## config.mk

```make
export PLATFORM = sky130hd
export DESIGN_NAME = alu_decode_stage
export DESIGN_NICKNAME = d
export VERILOG_FILES = /design/src/rtl/alu_decode_stage.sv
export SDC_FILE = /design/constraint.sdc
export NUM_CORES = 1
export LEC_CHECK = 0
export ABC_AREA = 0
export CORE_AREA = 2 2 105 107
export CTS_CLUSTER_DIAMETER = 80
export DETAILED_ROUTE_END_ITERATION = 10
export DIE_AREA = 0 0 107 109
export PLACE_DENSITY = 0.88
export SETUP_SLACK_MARGIN = 0.5
export SLEW_MARGIN = 0
export SYNTH_ARGS = -nofsm -noshare
export SYNTH_HDL_FRONTEND = slang
export SYNTH_SLANG_ARGS = --single-unit
```

## constraint.sdc

```tcl
create_clock -name clk -period 2.2 [get_ports clk]
set_input_delay 0.66 -clock clk [delete_from_list [all_inputs] [get_ports clk]]
set_output_delay 0.66 -clock clk [all_outputs]
set_load 0.02 [all_outputs]
```

## src/rtl/alu_decode_stage.sv

```systemverilog
// Decode/issue stage ahead of the ALU: turns one RV32I OP/OP-IMM/LUI/AUIPC
// instruction into opcode + operands and holds it in a valid/ready register.
module alu_decode_stage #(
  parameter int VAR_WIDTH = 32,
  parameter int OP_WIDTH  = 4
) (
  input  logic                 clk,
  input  logic                 rst_n,
  input  logic                 flush,
  input  logic                 in_valid,
  output logic                 in_ready,
  input  logic [31:0]          instr,
  input  logic [VAR_WIDTH-1:0] pc,
  input  logic [VAR_WIDTH-1:0] rs1_data,
  input  logic [VAR_WIDTH-1:0] rs2_data,
  output logic                 out_valid,
  input  logic                 out_ready,
  output logic [OP_WIDTH-1:0]  alu_opcode,
  output logic [VAR_WIDTH-1:0] alu_a,
  output logic [VAR_WIDTH-1:0] alu_b,
  output logic [4:0]           rd,
  output logic                 rd_we,
  output logic                 illegal
);

  localparam logic [OP_WIDTH-1:0] ALUADD  = OP_WIDTH'(0);
  localparam logic [OP_WIDTH-1:0] ALUSUB  = OP_WIDTH'(1);
  localparam logic [OP_WIDTH-1:0] ALUXOR  = OP_WIDTH'(2);
  localparam logic [OP_WIDTH-1:0] ALUOR   = OP_WIDTH'(3);
  localparam logic [OP_WIDTH-1:0] ALUAND  = OP_WIDTH'(4);
  localparam logic [OP_WIDTH-1:0] ALUSLL  = OP_WIDTH'(5);
  localparam logic [OP_WIDTH-1:0] ALUSRL  = OP_WIDTH'(6);
  localparam logic [OP_WIDTH-1:0] ALUSRA  = OP_WIDTH'(7);
  localparam logic [OP_WIDTH-1:0] ALUSLT  = OP_WIDTH'(8);
  localparam logic [OP_WIDTH-1:0] ALUSLTU = OP_WIDTH'(9);

  localparam logic [6:0] OPC_OP    = 7'b0110011;
  localparam logic [6:0] OPC_OPIMM = 7'b0010011;
  localparam logic [6:0] OPC_LUI   = 7'b0110111;
  localparam logic [6:0] OPC_AUIPC = 7'b0010111;
  localparam logic [6:0] F7_ZERO   = 7'b0000000;
  localparam logic [6:0] F7_ALT    = 7'b0100000;

  function automatic logic [OP_WIDTH-1:0] f3_to_op(input logic [2:0] f3,
                                                    input logic       sub_sel,
                                                    input logic       sra_sel);
    case (f3)
      3'b000:  f3_to_op = sub_sel ? ALUSUB : ALUADD;
      3'b001:  f3_to_op = ALUSLL;
      3'b010:  f3_to_op = ALUSLT;
      3'b011:  f3_to_op = ALUSLTU;
      3'b100:  f3_to_op = ALUXOR;
      3'b101:  f3_to_op = sra_sel ? ALUSRA : ALUSRL;
      3'b110:  f3_to_op = ALUOR;
      default: f3_to_op = ALUAND;
    endcase
  endfunction

  function automatic logic signed [VAR_WIDTH-1:0] sext12(input logic signed [11:0] imm);
    sext12 = VAR_WIDTH'(imm);
  endfunction

  logic [6:0] opc;
  logic [2:0] f3;
  logic [6:0] f7;
  logic       is_shift;

  assign opc      = instr[6:0];
  assign f3       = instr[14:12];
  assign f7       = instr[31:25];
  assign is_shift = (f3 == 3'b001) || (f3 == 3'b101);

  logic                 legal;
  logic [OP_WIDTH-1:0]  opcode_d, opcode_q;
  logic [VAR_WIDTH-1:0] a_d, a_q;
  logic [VAR_WIDTH-1:0] b_d, b_q;
  logic [4:0]           rd_d, rd_q;
  logic                 rd_we_d, rd_we_q;
  logic                 illegal_d, illegal_q;
  logic                 valid_q;
  logic                 accept;

  always_comb begin
    legal    = 1'b0;
    opcode_d = ALUADD;
    a_d      = '0;
    b_d      = '0;
    case (opc)
      OPC_OP: begin
        legal    = (f7 == F7_ZERO) ||
                   ((f7 == F7_ALT) && ((f3 == 3'b000) || (f3 == 3'b101)));
        opcode_d = f3_to_op(f3, f7[5], f7[5]);
        a_d      = rs1_data;
        // The ALU shifts by all of b, so only the low five bits may pass.
        b_d      = is_shift ? {{(VAR_WIDTH-5){1'b0}}, rs2_data[4:0]} : rs2_data;
      end
      OPC_OPIMM: begin
        if (f3 == 3'b001)      legal = (f7 == F7_ZERO);
        else if (f3 == 3'b101) legal = (f7 == F7_ZERO) || (f7 == F7_ALT);
        else                   legal = 1'b1;
        opcode_d = f3_to_op(f3, 1'b0, f7[5]);
        a_d      = rs1_data;
        b_d      = is_shift ? {{(VAR_WIDTH-5){1'b0}}, instr[24:20]} : sext12(instr[31:20]);
      end
      OPC_LUI: begin
        legal = 1'b1;
        b_d   = {instr[31:12], {(VAR_WIDTH-20){1'b0}}};
      end
      OPC_AUIPC: begin
        legal = 1'b1;
        a_d   = pc;
        b_d   = {instr[31:12], {(VAR_WIDTH-20){1'b0}}};
      end
      default: legal = 1'b0;
    endcase
    if (!legal) begin
      opcode_d = ALUADD;
      a_d      = '0;
      b_d      = '0;
    end
  end

  assign rd_d      = instr[11:7];
  assign rd_we_d   = legal && (instr[11:7] != 5'd0);
  assign illegal_d = !legal;

  assign in_ready = !valid_q || out_ready;
  assign accept   = in_valid && in_ready && !flush;

  // Issue register: flush beats accept, accept beats a plain consume.
  always_ff @(posedge clk or negedge rst_n) begin
    if (!rst_n) begin
      valid_q   <= 1'b0;
      opcode_q  <= '0;
      a_q       <= '0;
      b_q       <= '0;
      rd_q      <= '0;
      rd_we_q   <= 1'b0;
      illegal_q <= 1'b0;
    end else begin
      if (flush)          valid_q <= 1'b0;
      else if (accept)    valid_q <= 1'b1;
      else if (out_ready) valid_q <= 1'b0;
      if (accept) begin
        opcode_q  <= opcode_d;
        a_q       <= a_d;
        b_q       <= b_d;
        rd_q      <= rd_d;
        rd_we_q   <= rd_we_d;
        illegal_q <= illegal_d;
      end
    end
  end

  assign out_valid  = valid_q;
  assign alu_opcode = opcode_q;
  assign alu_a      = a_q;
  assign alu_b      = b_q;
  assign rd         = rd_q;
  assign rd_we      = rd_we_q;
  assign illegal    = illegal_q;

endmodule

```

## Yosys cells after proc, flatten, opt, wreduce, memory -nomap -nowiden

Index checks and enable logic that the tools add are counted.

| operators by class | value |
|---|---|
| shift-type cells | 0 |
| reductions and logical operators | 18 |
| multiplexer cells | 18 |
| eq/ne operators | 11 |
| divide/modulo/power cells | 0 |
| $mul | 0 |
| bitwise logic cells | 0 |
| magnitude comparators | 0 |
| add/subtract/negate cells | 0 |

Operator list:

| kind | number |
|---|---|
| $mux 32 | 4 |
| $pmux 32 s3 | 1 |
| $pmux 32 s2 | 1 |
| $pmux 4 s7 | 2 |
| $eq 7x6->1 const B | 3 |
| $eq 7x5->1 const B | 2 |
| $eq 3x3->1 const B | 3 |
| $pmux 4 s2 | 1 |
| $logic_not 7->1 | 1 |
| $mux 1 | 7 |
| $eq 3x2->1 const B | 2 |
| $logic_or 1x1->1 | 5 |
| $reduce_bool 5->1 | 1 |
| $logic_and 1x1->1 | 4 |
| $mux 4 | 1 |
| $reduce_or 2->1 | 2 |
| $eq 3x1->1 const B | 1 |
| $logic_not 1->1 | 3 |
| $logic_not 3->1 | 1 |
| $pmux 1 s3 | 1 |
| $reduce_bool 3->1 | 1 |

| word-level totals | value |
|---|---|
| word-level logic and storage cells | 54 |
| bits in writable memories | 0 |
| ROM bits | 0 |
| input bits | 133 |
| flip-flop bits (word level) | 76 |
| output and inout port bits | 77 |
| memories | 0 |
| bits in latches | 0 |

## Logic depth before layout (Yosys ltp)

Gate-level depths: netlist (run 1).

| logic depth | value |
|---|---|
| depth in word-level cells | 6 |
| mapped depth | 8 |
| mapped depth without buffers | 6 |

## Worst setup path before layout (run 1)

No wires, ideal clock.

| path | value |
|---|---|
| path kind | input -> register |
| start point | input port instr[26] |
| end point | register a_q[10], in the netlist alu_a[10] |
| data required time | 2120 ps |
| data arrival time | 2078 ps |
| setup time | 80 ps |
| slack | 41 ps |
| buffers on the path | 2 |
| stages | 7 |
| cell sequence | nor4_4 -> a31oi_1 -> or4_1 -> o211a_1 -> buf_6 -> buf_12 -> a31oi_4 |

| between the ends | value |
|---|---|
| word-level cells in the longest chain between the ends | 6 |
| elaborated cells on any way between the ends | 9 |
| those cells by class | 1 x eq/ne; 4 x mux; 4 x reduce/logical |

RTL lines:

| element | RTL line | text |
|---|---|---|
| start: declaration | 12 | `input logic [31:0] instr,` |
| $eq 7x6->1 / $logic_not 7->1 (equally long branches) | n/a |  |
| $logic_or 1x1->1 | 99 | `else if (f3 == 3'b101) legal = (f7 == F7_ZERO) \|\| (f7 == F7_ALT);` |
| $mux 1 | 99 |  |
| $mux 1 | 98 | `if (f3 == 3'b001) legal = (f7 == F7_ZERO);` |
| $pmux 1 s3 (*) | 88 | `case (opc)` |
| $mux 32 (*) | 116 | `if (!legal) begin` |
| end signal: assignment | 135 | `a_q <= '0;` |
| end signal: assignment | 146 | `a_q <= a_d;` |
| end: declaration | 75 | `logic [VAR_WIDTH-1:0] a_d, a_q;` |

Every way passes the cells marked *; elsewhere a longest branch is shown, timed or not.
A chain may end at the register's enable or synchronous reset.

## Worst setup path in the final report (run 1)

| path | value |
|---|---|
| start point | input port instr[3] |
| end point | register illegal_q, in the netlist illegal |

| between the ends | value |
|---|---|
| word-level cells in the longest chain between the ends | 4 |
| elaborated cells on any way between the ends | 7 |
| those cells by class | 4 x eq/ne; 1 x mux; 2 x reduce/logical |

RTL lines:

| element | RTL line | text |
|---|---|---|
| $eq 7x5->1 / $eq 7x6->1 (equally long branches) | 88 |  |
| $reduce_or 2->1 (no line) | n/a |  |
| $pmux 1 s3 (*) | 88 |  |
| $logic_not 1->1 (*) | 125 | `assign illegal_d = !legal;` |
| end signal: assignment | 150 | `illegal_q <= illegal_d;` |
| end: declaration | 79 | `logic illegal_d, illegal_q;` |

Marks and branches as above.

==> impl_metrics.env, run 1 <==
export IMPL_status="finished clean"
export IMPL_crit_type="input pin to flip-flop"
export IMPL_grt_pass1_wl_mm=22.7
export IMPL_grt_max_degree=50
export IMPL_critPathMaxStageDelay_ns=0.56
export IMPL_fmax_mhz=503
export IMPL_ys_seq_elements=76
export IMPL_core_area_mm2=0.0106
export IMPL_drive_above_1_share_pct=36.5
export IMPL_drv_slew=0
export IMPL_cp_slowest_cell="or4_4"
export IMPL_rows=38
export IMPL_tritoncts="built"
export IMPL_netlist_area_mm2=0.00419
export IMPL_die_x_um=107
export IMPL_routabilityCongestion=0.802
export IMPL_synthFlopType="dfrtp_1"
export IMPL_finClkSkew_ns=0.00812
export IMPL_yosysTopAreaCell="dfrtp_1"
export IMPL_final_antenna_net_count=0
export IMPL_clk_latency_ns=0.35
export IMPL_htreeDepth=3
export IMPL_min_path_type="input pin to async pin"
export IMPL_tightest_slew_ns=0.342
export IMPL_ys_types=40
export IMPL_synth_common_cells="nand2_1 (91), dfrtp_1 (76), nand3_1 (32)"
export IMPL_path_buf_inv=2
export IMPL_io_pins=210
export IMPL_place_area_mm2=0.00676
export IMPL_port_buffers=209
export IMPL_cts_sinks=76
export IMPL_crit_arrival_ns=2.24
export IMPL_period_minus_slack_ns=1.99
export IMPL_cts_root_buf="clkbuf_8"
export IMPL_layout_nets=767
export IMPL_p_leak_nw=3.04
export IMPL_grt_pass1_vias=4438
export IMPL_cts_max_path_buffers=2
export IMPL_dr_pass1_iters=4
export IMPL_start_util_pct=39.5
export IMPL_finalPower_w=0.00333
export IMPL_power_density_mw_per_mm2=469
export IMPL_first_iter_violations=264
export IMPL_ir_drop_mv=0.345
export IMPL_end_kind="flip-flop"
export IMPL_synth_area_leaders="dfrtp_1 (45%), a31oi_4 (15%), nand2_1 (8.1%), a32o_1 (6.7%), a221o_1 (4.5%)"
export IMPL_yosysMostFrequentCell="nand2_1"
export IMPL_worstSetupStartpointType="input pin"
export IMPL_finalSetupTns_ns=0
export IMPL_slew_headroom_pct=77.2
export IMPL_overflow=0
export IMPL_crit_fanout=6
export IMPL_finalHoldViolCount=0
export IMPL_grt_setup_unrepaired="true"
export IMPL_final_area_mm2=0.00710
export IMPL_finalSetupViolations=0
export IMPL_via_per_inst=5.44
export IMPL_avgSynthCellArea_um2=11.0
export IMPL_path_clk_slew_ns=0.08
export IMPL_crit_family="simple AND/OR/NAND/NOR gates"
export IMPL_dieArea_mm2=0.0117
export IMPL_hpwl_mm=10.6
export IMPL_area_delta_synth_final_pct=69.4
export IMPL_period_share_pct=90.4
export IMPL_synthCells=382
export IMPL_cts_hold_buffers_added=0
export IMPL_finalWirelength_mm=14.9
export IMPL_dr_total_vias=4239
export IMPL_track_usage_pct=25.2
export IMPL_drv_cap=0
export IMPL_synthArstFlopShare_pct=100
export IMPL_wl_per_cell_um=19.1
export IMPL_drc=0
export IMPL_placed_cells=743
export IMPL_yosys_warnings=0
export IMPL_cts_buffers=9
export IMPL_diodes=0
export IMPL_stdcell_count=779
export IMPL_finalHoldWorstSlack_ns=0.198
export IMPL_antenna_found_initial=0
export IMPL_synth_edf_count=0
export IMPL_worstPathRequired_ns=2.45
export IMPL_synth_top_area_share_pct=45.4
export IMPL_dieHeight_um=109
export IMPL_ys_seq_area_share_pct=45.4
export IMPL_syn_nets=515
export IMPL_crit_chain="buf_6 > nor4bb_4 > nand2_2 > or4_4 > o211a_4 > buf_12 > a21o_1"
-- cells in the final DEF, fill, tap and decap left out, types with 4 or more instances in the layout --
master	netlist	layout
nand3_1	32	32
nand2_1	91	82
buf_2	3	56
buf_4	1	40
buf_8	0	4
mux2i_1	11	11
dlygate4sd2_1	0	8
clkdlybuf4s15_2	0	21
a32o_1	28	28
buf_12	3	9
a221o_1	19	19
a31oi_4	29	29
clkdlybuf4s50_1	0	112
clkbuf_2	0	5
nand2_2	0	9
o21ai_2	0	7
clkbuf_8	0	9
buf_6	2	19
a31oi_1	4	4
dfrtp_1	76	76
nor2_1	13	11
-- worst register-to-register path: cells and delay by family, from the launching register on --
kind                   cells  cell delay [ns]
AO/OA/AOI/OAI              1             0.16
AND/OR/NAND/NOR            4             0.57
buffers and inverters      5             0.62
flip-flops                 1             0.41
-- sequential cells by signal, summed over array words and instances (netlist names) --
signal and cells:
alu_a 32, alu_b 32, alu_opcode 4, illegal 1, out_valid 1, rd 5
rd_we 1
-- kinds of logic (layout without fill, tap and decap cells) --
kind of cell	count (synthesis)	after routing	share of synthesized area [%]
AO/OA/AOI/OAI	100	100	29.8
XOR/XNOR	1	1	0.209
buffers and inverters	41	298	5.37
flip-flops	76	76	45.4
multiplexers	11	11	2.63
AND/OR/NAND/NOR	153	153	16.7
-- per-stage QoR --
stage / setup slack (ns) / util (%)
finish: 0.212 / 67.0
global route: 0.177 / 67.0
CTS: 0.229 / 69.5
detailed placement: -0.602 / 63.7
global placement: -0.539 / 63.7
floorplan: 0.0413 / -
-- cell type report --
class                           instances  area, µm²
Timing Repair Buffer                  278       2580
Clock buffer                            9        124
Sequential cell                        76       1900
Tap cell                              140        175
Fill cell                             794       3500
Multi-Input combinational cell        265       2210
Clock inverter                          7       91.3
Inverter                                4       15.0
-- per-layer routing --
layer / share of wire, % / vias to the layer above / global-route usage (%)
met2: 51 / 194 / 45.5
met5: 0 / - / 0
li1: - / 1925 / -
met1: 39 / 2075 / 28.8
met4: 3.1 / 0 / 10.7
met3: 6.5 / 45 / 5.80
-- report_power, final --
group | internal [W] | switching, W | total [W] | leakage [nW]
clock | 0.000634 | 0.000541 | 0.00118 | 0.109
sequential | 0.00142 | 0.0000170 | 0.00144 | 1.05
combinational | 0.000389 | 0.000323 | 0.000712 | 1.89
-- worst paths after layout --
| path | cells past startpoint | from | to | slack, ns |
|---|---|---|---|---|
| max | 7 | instr[3] | illegal | 0.21 |
| min | 1 | rst_n | alu_a[19] | 0.20 |
| max reg2reg | 10 | out_valid | alu_a[1] | 0.34 |
| min reg2reg | 2 | alu_b[6] | alu_b[6] | 0.48 |
| max in group asynchronous | 2 | rst_n | alu_b[6] | 1.43 |
| min in group clk | 2 | alu_b[6] | alu_b[6] | 0.48 |
-- what timing repair did --
action                                  in CTS  in global routing
pin swaps                                   15                 10
setup buffers                               12                  3
cloned                                       5                  0
resized for setup                          326                 72
endpoints found under the setup margin     151                127
No activity file was read; power rests on OpenSTA's default activity.
==> inputs of run 2 (changes only) <==
- SKIP_CTS_REPAIR_TIMING: not set -> 1
- clock period: 2.2 -> 2 ns (I/O delays scaled with it)
==> impl_metrics.env, run 2 (synthesis gave the netlist of run 1 again) <==
export IMPL_routabilityCongestion=0.801
export IMPL_io_pins=210
export IMPL_htreeDepth=3
export IMPL_end_kind="flip-flop"
export IMPL_grt_pass1_wl_mm=21.8
export IMPL_final_area_mm2=0.00780
export IMPL_tritoncts="built"
export IMPL_core_area_mm2=0.0106
export IMPL_antenna_found_initial=0
export IMPL_status="finished with violations"
export IMPL_path_clk_slew_ns=0.08
export IMPL_switching_share_pct=27.6
export IMPL_drv_slew=0
export IMPL_crit_arrival_ns=2.30
export IMPL_overflow=0
export IMPL_crit_chain="buf_6 > nor4_4 > a31oi_1 > or4_4 > o211a_4 > buf_4 > a31oi_4"
export IMPL_layout_nets=806
export IMPL_finalPower_w=0.00346
export IMPL_wl_per_cell_um=20.1
export IMPL_min_path_type="input pin to async pin"
export IMPL_cts_sinks=76
export IMPL_seqPwrFrac_pct=46.0
export IMPL_drive_above_1_share_pct=40.6
export IMPL_dr_pass1_iters=5
export IMPL_crit_family="simple AND/OR/NAND/NOR gates"
export IMPL_path_buf_inv=2
export IMPL_critPathMaxStageDelay_ns=0.50
export IMPL_mostFrequentLayoutCell="clkdlybuf4s50_1"
export IMPL_r2r_cells=10
export IMPL_fillers=701
export IMPL_finalSetupTns_ns=-0.573
export IMPL_place_area_mm2=0.00677
export IMPL_via_per_inst=5.54
export IMPL_final_cell_mix="clkdlybuf4s50_1 (112), buf_6 (91), buf_4 (81), dfrtp_1 (76), nand2_1 (75)"
export IMPL_crit_type="input pin to flip-flop"
export IMPL_violations="negative setup slack"
export IMPL_cts_buffers=9
export IMPL_p_switching_w=0.000957
export IMPL_rows=38
export IMPL_area_delta_synth_final_pct=86.1
export IMPL_cp_depth=7
export IMPL_period_share_pct=102
export IMPL_drc=0
export IMPL_drv_cap=0
export IMPL_cts_root_buf="clkbuf_8"
export IMPL_dieArea_mm2=0.0117
export IMPL_start_util_pct=39.5
export IMPL_fmax_mhz=489
export IMPL_cp_slowest_cell="or4_4"
export IMPL_finalHoldViolCount=0
export IMPL_worstSetupStartpointType="input pin"
export IMPL_pwr_share_clk_pct=28.6
export IMPL_finalWirelength_mm=16.4
export IMPL_slew_headroom_pct=71.3
export IMPL_track_usage_pct=24.0
export IMPL_p_leak_nw=3.44
export IMPL_dieHeight_um=109
export IMPL_cts_max_path_buffers=2
export IMPL_pwr_share_comb_pct=25.4
export IMPL_grt_setup_unrepaired="true"
export IMPL_power_density_mw_per_mm2=444
export IMPL_port_buffers=209
export IMPL_worstPathRequired_ns=2.25
export IMPL_finalSetupViolations=29
export IMPL_die_x_um=107
export IMPL_first_iter_violations=301
export IMPL_clk_latency_ns=0.34
export IMPL_finClkSkew_ns=0.0129
export IMPL_setup_ws_ns=-0.0429
export IMPL_dr_total_vias=4529
export IMPL_ir_drop_mv=0.337
export IMPL_period_minus_slack_ns=2.04
export IMPL_grt_max_degree=77
export IMPL_tightest_slew_ns=0.430
export IMPL_final_antenna_net_count=0
export IMPL_crit_fanout=8
export IMPL_hpwl_mm=10.8
export IMPL_final_core_util_pct=73.6
export IMPL_internal_power_w=0.00250
export IMPL_grt_pass1_vias=4323
export IMPL_diodes=0
-- run 2: final timing paths --
check                      startpoint        end  slack [ns]
max                         instr[26]  alu_a[24]       -0.04
min                             rst_n  alu_a[15]        0.26
max reg2reg                 out_valid  alu_a[24]        0.10
min reg2reg                     rd[4]      rd[4]        0.51
max in group asynchronous       rst_n  alu_b[30]        1.39
min in group clk                flush  out_valid        0.50
-- run 2: layout make-up --
cell class / count / area (µm²) / share of cell area (%)
Multi-Input combinational cell: 265 / 2280 / 29.2
Timing Repair Buffer: 317 / 3280 / 42.1
Inverter: 4 / 15.0 / 0.192
Tap cell: 140 / 175 / 2.25
Clock inverter: 3 / 15.0 / 0.192
Clock buffer: 12 / 135 / 1.73
Sequential cell: 76 / 1900 / 24.4
-- run 2: metrics by stage --
stage	worst slack, ns	std cells	hold WS (ns)
global placement	-0.688	742	0.464
finish	-0.0429	817	0.262
detailed placement	-0.782	742	0.473
CTS	-0.423	757	0.291
floorplan	-0.0987	382	0.304
global route	-0.0806	817	0.290
-- run 2: layer usage --
layer,up-vias,track usage (%),wire length (µm)
li1,2004,-,-
met2,254,42.7,8640
met4,0,6.77,507
met3,46,6.16,1170
met1,2225,28.9,6130
met5,-,0,0
-- run 2: worst register-to-register path, stage by stage, from the launching register on --
cell and delay (ns):
dfrtp_1 0.40, nor2b_4 0.14, inv_2 0.07, buf_4 0.10, nand3b_1 0.08, buf_6 0.16
nor4b_4 0.29, buf_6 0.19, buf_12 0.14, nand2_1 0.11, a31oi_4 0.15
-- run 2: power by group through the flow --
| stage | registers [W] | clock network, W | logic [W] |
|---|---|---|---|
| final | 0.00159 | 0.000990 | 0.000878 |
| after global routing | 0.00159 | 0.00107 | 0.000926 |
| after CTS | 0.00159 | 0.00100 | 0.000765 |
| after detailed placement | 0.00162 | 0 | 0.000762 |
| after global placement | 0.00161 | 0 | 0.000741 |
| after floorplan | 0.00165 | 0 | 0.000244 |
